### src/rtl/alu_op_issuer_if.sv
// Request/response channel between the datapath control unit and alu_op_issuer.
// Optional result flags (rsp_zero, rsp_neg) exist only when ALU_OP_ISSUER_FLAGS_EN is defined.
interface alu_op_issuer_if #(
    parameter int BITS = 32
);
    logic            req_valid;
    logic            req_ready;
    logic [3:0]      req_op;
    logic [BITS-1:0] req_x;
    logic [BITS-1:0] req_y;
    logic            rsp_valid;
    logic            rsp_ready;
    logic [BITS-1:0] rsp_hi;
    logic [BITS-1:0] rsp_lo;
    logic            rsp_err;
`ifdef ALU_OP_ISSUER_FLAGS_EN
    logic            rsp_zero;
    logic            rsp_neg;
`endif

    modport master (
        output req_valid, req_op, req_x, req_y, rsp_ready,
`ifdef ALU_OP_ISSUER_FLAGS_EN
        input  rsp_zero, rsp_neg,
`endif
        input  req_ready, rsp_valid, rsp_hi, rsp_lo, rsp_err
    );

    modport slave (
        input  req_valid, req_op, req_x, req_y, rsp_ready,
`ifdef ALU_OP_ISSUER_FLAGS_EN
        output rsp_zero, rsp_neg,
`endif
        output req_ready, rsp_valid, rsp_hi, rsp_lo, rsp_err
    );
endinterface

### src/rtl/alu_op_issuer.sv
// Issues one op at a time to the combinational ALU, waits its settle time, returns {HI,LO}.
// Define ALU_OP_ISSUER_FLAGS_EN to add registered rsp_zero/rsp_neg result flags.
//
// state | meaning
// IDLE  | waiting for a request, req_ready=1
// EXEC  | alu_ctrl one-hot, counting down the op's settle time
// DONE  | response held on rsp_* until rsp_ready
module alu_op_issuer #(
    parameter int BITS           = 32,
    parameter int SIG_COUNT      = 12,
    parameter int ALU_LATENCY    = 1,
    parameter int MULDIV_LATENCY = 4
) (
    input  logic                 clock,
    input  logic                 reset_n,
    alu_op_issuer_if.slave       bus,
    output logic [SIG_COUNT-1:0] alu_ctrl,
    output logic [BITS-1:0]      alu_x,
    output logic [BITS-1:0]      alu_y,
    input  logic [BITS-1:0]      alu_hi,
    input  logic [BITS-1:0]      alu_lo
);
    typedef enum logic [1:0] {IDLE, EXEC, DONE} state_t;

    localparam logic [3:0] ALU_LAT    = 4'(ALU_LATENCY);
    localparam logic [3:0] MULDIV_LAT = 4'(MULDIV_LATENCY);
    localparam logic [3:0] OP_MUL     = 4'd2;
    localparam logic [3:0] OP_DIV     = 4'd3;

    state_t                state_q, state_d;
    logic [3:0]            cnt_q, cnt_d;
    logic [SIG_COUNT-1:0]  ctrl_d;
    logic [BITS-1:0]       x_d, y_d;
    logic [BITS-1:0]       hi_q, hi_d, lo_q, lo_d;
    logic                  err_q, err_d;
    logic                  zero_q, zero_d, neg_q, neg_d;

    always_comb begin
        state_d = state_q;
        cnt_d   = cnt_q;
        ctrl_d  = alu_ctrl;
        x_d     = alu_x;
        y_d     = alu_y;
        hi_d    = hi_q;
        lo_d    = lo_q;
        err_d   = err_q;
        zero_d  = zero_q;
        neg_d   = neg_q;
        case (state_q)
            IDLE: begin
                if (bus.req_valid) begin
                    x_d = bus.req_x;
                    y_d = bus.req_y;
                    if (int'(bus.req_op) < SIG_COUNT) begin
                        ctrl_d  = SIG_COUNT'(1) << bus.req_op;
                        cnt_d   = (bus.req_op == OP_MUL || bus.req_op == OP_DIV) ? MULDIV_LAT : ALU_LAT;
                        state_d = EXEC;
                    end else begin
                        ctrl_d  = '0;
                        hi_d    = '0;
                        lo_d    = '0;
                        err_d   = 1'b1;
                        zero_d  = 1'b0;
                        neg_d   = 1'b0;
                        state_d = DONE;
                    end
                end
            end
            EXEC: begin
                if (cnt_q == 4'd1) begin
                    hi_d    = alu_hi;
                    lo_d    = alu_lo;
                    err_d   = 1'b0;
                    zero_d  = (alu_hi == '0) && (alu_lo == '0);
                    neg_d   = alu_hi[BITS-1];
                    ctrl_d  = '0;
                    cnt_d   = 4'd0;
                    state_d = DONE;
                end else begin
                    cnt_d = cnt_q - 4'd1;
                end
            end
            DONE: begin
                if (bus.rsp_ready) state_d = IDLE;
            end
            default: state_d = IDLE;
        endcase
    end

    always_ff @(posedge clock or negedge reset_n) begin
        if (!reset_n) begin
            state_q  <= IDLE;
            cnt_q    <= 4'd0;
            alu_ctrl <= '0;
            alu_x    <= '0;
            alu_y    <= '0;
            hi_q     <= '0;
            lo_q     <= '0;
            err_q    <= 1'b0;
            zero_q   <= 1'b0;
            neg_q    <= 1'b0;
        end else begin
            state_q  <= state_d;
            cnt_q    <= cnt_d;
            alu_ctrl <= ctrl_d;
            alu_x    <= x_d;
            alu_y    <= y_d;
            hi_q     <= hi_d;
            lo_q     <= lo_d;
            err_q    <= err_d;
            zero_q   <= zero_d;
            neg_q    <= neg_d;
        end
    end

    assign bus.req_ready = (state_q == IDLE);
    assign bus.rsp_valid = (state_q == DONE);
    assign bus.rsp_hi    = hi_q;
    assign bus.rsp_lo    = lo_q;
    assign bus.rsp_err   = err_q;
`ifdef ALU_OP_ISSUER_FLAGS_EN
    assign bus.rsp_zero  = zero_q;
    assign bus.rsp_neg   = neg_q;
`else
    // Flag registers are kept so both builds share one next-state block; they fold away here.
    logic unused_flags;
    assign unused_flags = zero_q ^ neg_q;
`endif
endmodule
### src/flat_wrapper.sv
// flat-port wrapper written by rule: the top's interface ports become plain ports
module alu_op_issuer_flat 
#(
    parameter int BITS           = 32,
    parameter int SIG_COUNT      = 12,
    parameter int ALU_LATENCY    = 1,
    parameter int MULDIV_LATENCY = 4
)
  (clock, reset_n, alu_ctrl, alu_x, alu_y, alu_hi, alu_lo, bus_req_valid, bus_req_op, bus_req_x, bus_req_y, bus_rsp_ready, bus_req_ready, bus_rsp_valid, bus_rsp_hi, bus_rsp_lo, bus_rsp_err);
  alu_op_issuer_if #(.BITS(BITS)) bus_i ();
  input  logic clock;
  input  logic reset_n;
  output logic [SIG_COUNT-1:0] alu_ctrl;
  output logic [BITS-1:0] alu_x;
  output logic [BITS-1:0] alu_y;
  input  logic [BITS-1:0] alu_hi;
  input  logic [BITS-1:0] alu_lo;
  input wire logic [$bits(bus_i.req_valid)-1:0] bus_req_valid;
  input wire logic [$bits(bus_i.req_op)-1:0] bus_req_op;
  input wire logic [$bits(bus_i.req_x)-1:0] bus_req_x;
  input wire logic [$bits(bus_i.req_y)-1:0] bus_req_y;
  input wire logic [$bits(bus_i.rsp_ready)-1:0] bus_rsp_ready;
  output wire logic [$bits(bus_i.req_ready)-1:0] bus_req_ready;
  output wire logic [$bits(bus_i.rsp_valid)-1:0] bus_rsp_valid;
  output wire logic [$bits(bus_i.rsp_hi)-1:0] bus_rsp_hi;
  output wire logic [$bits(bus_i.rsp_lo)-1:0] bus_rsp_lo;
  output wire logic [$bits(bus_i.rsp_err)-1:0] bus_rsp_err;
  assign bus_i.req_valid = bus_req_valid;
  assign bus_i.req_op = bus_req_op;
  assign bus_i.req_x = bus_req_x;
  assign bus_i.req_y = bus_req_y;
  assign bus_i.rsp_ready = bus_rsp_ready;
  assign bus_req_ready = bus_i.req_ready;
  assign bus_rsp_valid = bus_i.rsp_valid;
  assign bus_rsp_hi = bus_i.rsp_hi;
  assign bus_rsp_lo = bus_i.rsp_lo;
  assign bus_rsp_err = bus_i.rsp_err;
  alu_op_issuer #(.BITS(BITS), .SIG_COUNT(SIG_COUNT), .ALU_LATENCY(ALU_LATENCY), .MULDIV_LATENCY(MULDIV_LATENCY)) u_core (.clock(clock), .reset_n(reset_n), .bus(bus_i), .alu_ctrl(alu_ctrl), .alu_x(alu_x), .alu_y(alu_y), .alu_hi(alu_hi), .alu_lo(alu_lo));
endmodule
### config.mk
export PLATFORM = sky130hd
export DESIGN_NAME = alu_op_issuer_flat
export DESIGN_NICKNAME = d
export VERILOG_FILES = /design/src/rtl/alu_op_issuer_if.sv /design/src/rtl/alu_op_issuer.sv /design/src/flat_wrapper.sv
export SDC_FILE = /design/constraint.sdc
export NUM_CORES = 1
export LEC_CHECK = 0
export BUFFER_PORTS_ARGS = -buffer_cell sky130_fd_sc_hd__buf_2
export CAP_MARGIN = 20
export CORE_MARGIN = 2
export CORE_UTILIZATION = 45
export DETAILED_ROUTE_END_ITERATION = 7
export GPL_ROUTABILITY_DRIVEN = 1
export PLACE_DENSITY = 0.85
export SLEW_MARGIN = 10
export SYNTH_ARGS = -nofsm -noshare
export SYNTH_HDL_FRONTEND = slang
export SYNTH_SLANG_ARGS = --single-unit
### constraint.sdc
create_clock -name clock -period 4.2 [get_ports clock]
set_input_delay 0.84 -clock clock [delete_from_list [all_inputs] [get_ports clock]]
set_output_delay 0.84 -clock clock [all_outputs]
set_load 0.05 [all_outputs]
==> reports/metrics.yaml <==
cells_and_area:
  seqCellArea_mm2: 0.00368
  fill_cells: 995
  multi_input_area_mm2: 0.00170
  layout-drive-gt1-share: 0.412
  layout.nets: 911
  syn_to_final_growth_pct: 38.4
  diodes: 0
power:
  power.share.clock: 0.210
  swShare: 0.492
  p_sw_uw: 3840
  p_leak_uw: 0.00435
  comb_power_share: 0.493
  cellInternalPower_uw: 3980
  p_total_uw: 7820
  power_density_mw_per_mm2: 1010
  seq_power_share: 0.297
  ir_drop_mv: 0.705
drt:
  via_per_inst: 4.93
  postRouteAntennaNets: 0
  drt-pass1-iter-count: 4
  avgRoutedWirePerCell_um: 15.4
  vias: 4704
  wl_um: 14700
  dr.first_iter.drc_count: 425
  drc: 0
worst_setup_path:
  start_kind: "flop"
  crit_path_max_fanout: 38
  required_ns: 4.54
  path_class: "reg2reg"
  cp.arrival_ns: 2.87
  critPathCaptureType: "flop"
yosys:
  synth_nets: 637
  syn_area_mm2: 0.00557
  syn_inst: 499
  yosys_register_bits: 147
  yosysUniqueCellTypes: 31
  yosys_warnings: 0
  syn_area_per_cell_um2: 11.2
  ys_seq_area_frac: 0.660
placement:
  dp.final_hpwl_um: 10400
  gp_congestion: 0.829
  port-buffer-count: 278
timing:
  finalClockSkew_ns: 0.00598
  drv_slew: 0
  rsz0062_at_grt: "false"
  finalHoldViolations: 0
  worst_pin_slew_ns: 0.982
  setup_viol: 0
  fin_setup_tns_ns: 0
  post-route-period-util: 0.603
  max_freq_mhz: 395
  timing.slew.headroom: 0.345
  period_needed_ns: 2.53
die:
  die_y_um: 115
  ios: 279
  core_region_area_mm2: 0.0121
  fp.dieArea_mm2: 0.0133
  row_count: 40
  initial_core_util: 0.462
  die_x_um: 115
clock_tree:
  ctsResizeCount: 0
  cts_max_level: 4
  post_cts_buffers: 0
  numCtsBuffers: 17
  clk_path_buf_depth: 2
  insertion_delay_ns: 0.41
  cts_sinks: 147
  cts-hold-fix-buffers: 0
  clkTransAtPathRegs_ns: 0.06
  root_buffer: "clkbuf_16"
  cts_tree: "built"
global_routing:
  grt_usage: 0.220
  grt-ovfl-total: 0
  grt_pass1_wl_um: 22500
  grt_pass1_vias: 4539
  antenna_found_initial: 0
  grt_max_degree: 107
outcome:
  status: "finished, final reports clean"
run:
  maxCapViolations: 0
min_path:
  hp-class: "reg2reg"
[state kept, by name (all words and copies together) (netlist names)]
register / count
u_core.state_q: 2
u_core.bus.rsp_err: 1
u_core.alu_x: 32
u_core.cnt_q: 4
u_core.alu_y: 32
u_core.bus.rsp_hi: 32
u_core.bus.rsp_lo: 32
u_core.alu_ctrl: 12
[cells in the mapped netlist]
master,number,area share
xnor2_1,1,0.0016
a21boi_0,1,0.0013
nor3b_2,1,0.0022
a311oi_1,1,0.0016
nor2_2,2,0.0022
inv_1,6,0.0040
mux2i_1,1,0.0018
a21oi_1,4,0.0036
a32o_1,7,0.013
a22o_1,66,0.10
dfrtp_1,147,0.66
ha_1,2,0.0045
nor2_1,4,0.0027
nand2b_1,1,0.0011
a31oi_1,1,0.0011
o41ai_1,2,0.0031
o21bai_4,1,0.0034
and4bb_1,1,0.0022
o21ai_2,1,0.0016
inv_2,1,0.00067
and2_1,2,0.0022
nor3_1,2,0.0018
buf_2,15,0.013
o21ai_1,3,0.0027
o31ai_1,2,0.0027
nand3_1,2,0.0018
nand2_1,200,0.13
o21ai_0,4,0.0036
nor2b_1,3,0.0034
clkbuf_1,9,0.0061
buf_6,6,0.012
[placed cells by master, fill, tap and decap left out, types with 3 or more instances in the layout]
| cell | synthesis | final |
|---|---|---|
| inv_1 | 6 | 6 |
| bufinv_16 | 0 | 5 |
| a32o_1 | 7 | 7 |
| o21ai_1 | 3 | 3 |
| nand2_1 | 200 | 199 |
| a22o_1 | 66 | 66 |
| a21oi_1 | 4 | 4 |
| dfrtp_1 | 147 | 147 |
| o21ai_0 | 4 | 4 |
| clkbuf_16 | 0 | 17 |
| nor2_1 | 4 | 4 |
| clkinv_2 | 0 | 3 |
| buf_2 | 15 | 277 |
| nor2b_1 | 3 | 3 |
| buf_4 | 0 | 7 |
[path summary, 6_finish.rpt]
check | end | startpoint | slack (ns) | cells past startpoint
max in group asynchronous | u_core.alu_ctrl[8] | reset_n | 2.75 | 2
hold reg to reg | u_core.alu_y[23] | u_core.alu_y[23] | 0.47 | 2
min in group asynchronous | u_core.bus.rsp_lo[9] | reset_n | 0.53 | 1
setup / recovery | u_core.bus.rsp_hi[29] | u_core.cnt_q[1] | 1.67 | 7
hold / removal | u_core.alu_y[23] | u_core.alu_y[23] | 0.47 | 2
setup reg to reg | u_core.bus.rsp_hi[29] | u_core.cnt_q[1] | 1.67 | 7
[routing by layer]
metal | part of all wire | vias up | wire length (µm) | global-route usage
li1 | - | 2240 | - | -
met1 | 0.41 | 2267 | 6060 | 0.271
met2 | 0.51 | 174 | 7520 | 0.368
met3 | 0.056 | 23 | 825 | 0.0617
met4 | 0.021 | 0 | 312 | 0.0892
met5 | 0 | - | 0 | 0
[critical path: stages (launching register included)]
cell      delay (ns)
dfrtp_1         0.37
inv_1           0.08
ha_1            0.22
and4bb_1        0.22
o21ai_2         0.44
o21bai_4        0.41
buf_4           0.48
a22o_1          0.23
[kinds of logic after synthesis]
family | after synthesis | share of synthesized area
xor+xnor | 1 | 0.00157
compound gates | 93 | 0.141
simple gates | 218 | 0.155
flops | 147 | 0.660
buf+inv | 37 | 0.0364
fa+ha+maj | 2 | 0.00449
mux | 1 | 0.00180
[power by group through the flow]
stage                     Clock, µW  Combinational, µW  Sequential, µW
final                          1640               3860            2320
after floorplan                   0               1050            4240
after global routing           1740               4080            2390
after CTS                      1670               3880            2320
after detailed placement          0               3870            2320
after global placement            0               3790            2310
[final cells by class]
cell class	count	area share
clock buffer	19	0.0574
tap	168	0.0273
clock inverter	13	0.0268
sequential	147	0.477
multi-input combinational	315	0.220
timing repair buffer	285	0.188
inverter	7	0.00341
[through the flow]
| step | instance area (µm²) | std cells | util | worst slack (ns) | hold slack [ns] |
|---|---|---|---|---|---|
| 2_1_floorplan | 5570 | 499 | - | 2.16 | 0.472 |
| 3_3_place_gp | 7060 | 922 | 0.586 | 1.51 | 0.453 |
| 3_5_place_dp | 7060 | 922 | 0.586 | 1.47 | 0.457 |
| 4_1_cts | 7710 | 954 | 0.640 | 1.69 | 0.471 |
| 5_1_grt | 7710 | 954 | 0.640 | 1.46 | 0.488 |
| 6_report | 7710 | 954 | 0.640 | 1.67 | 0.466 |
Note: power is estimated with default switching activity, not from simulation.
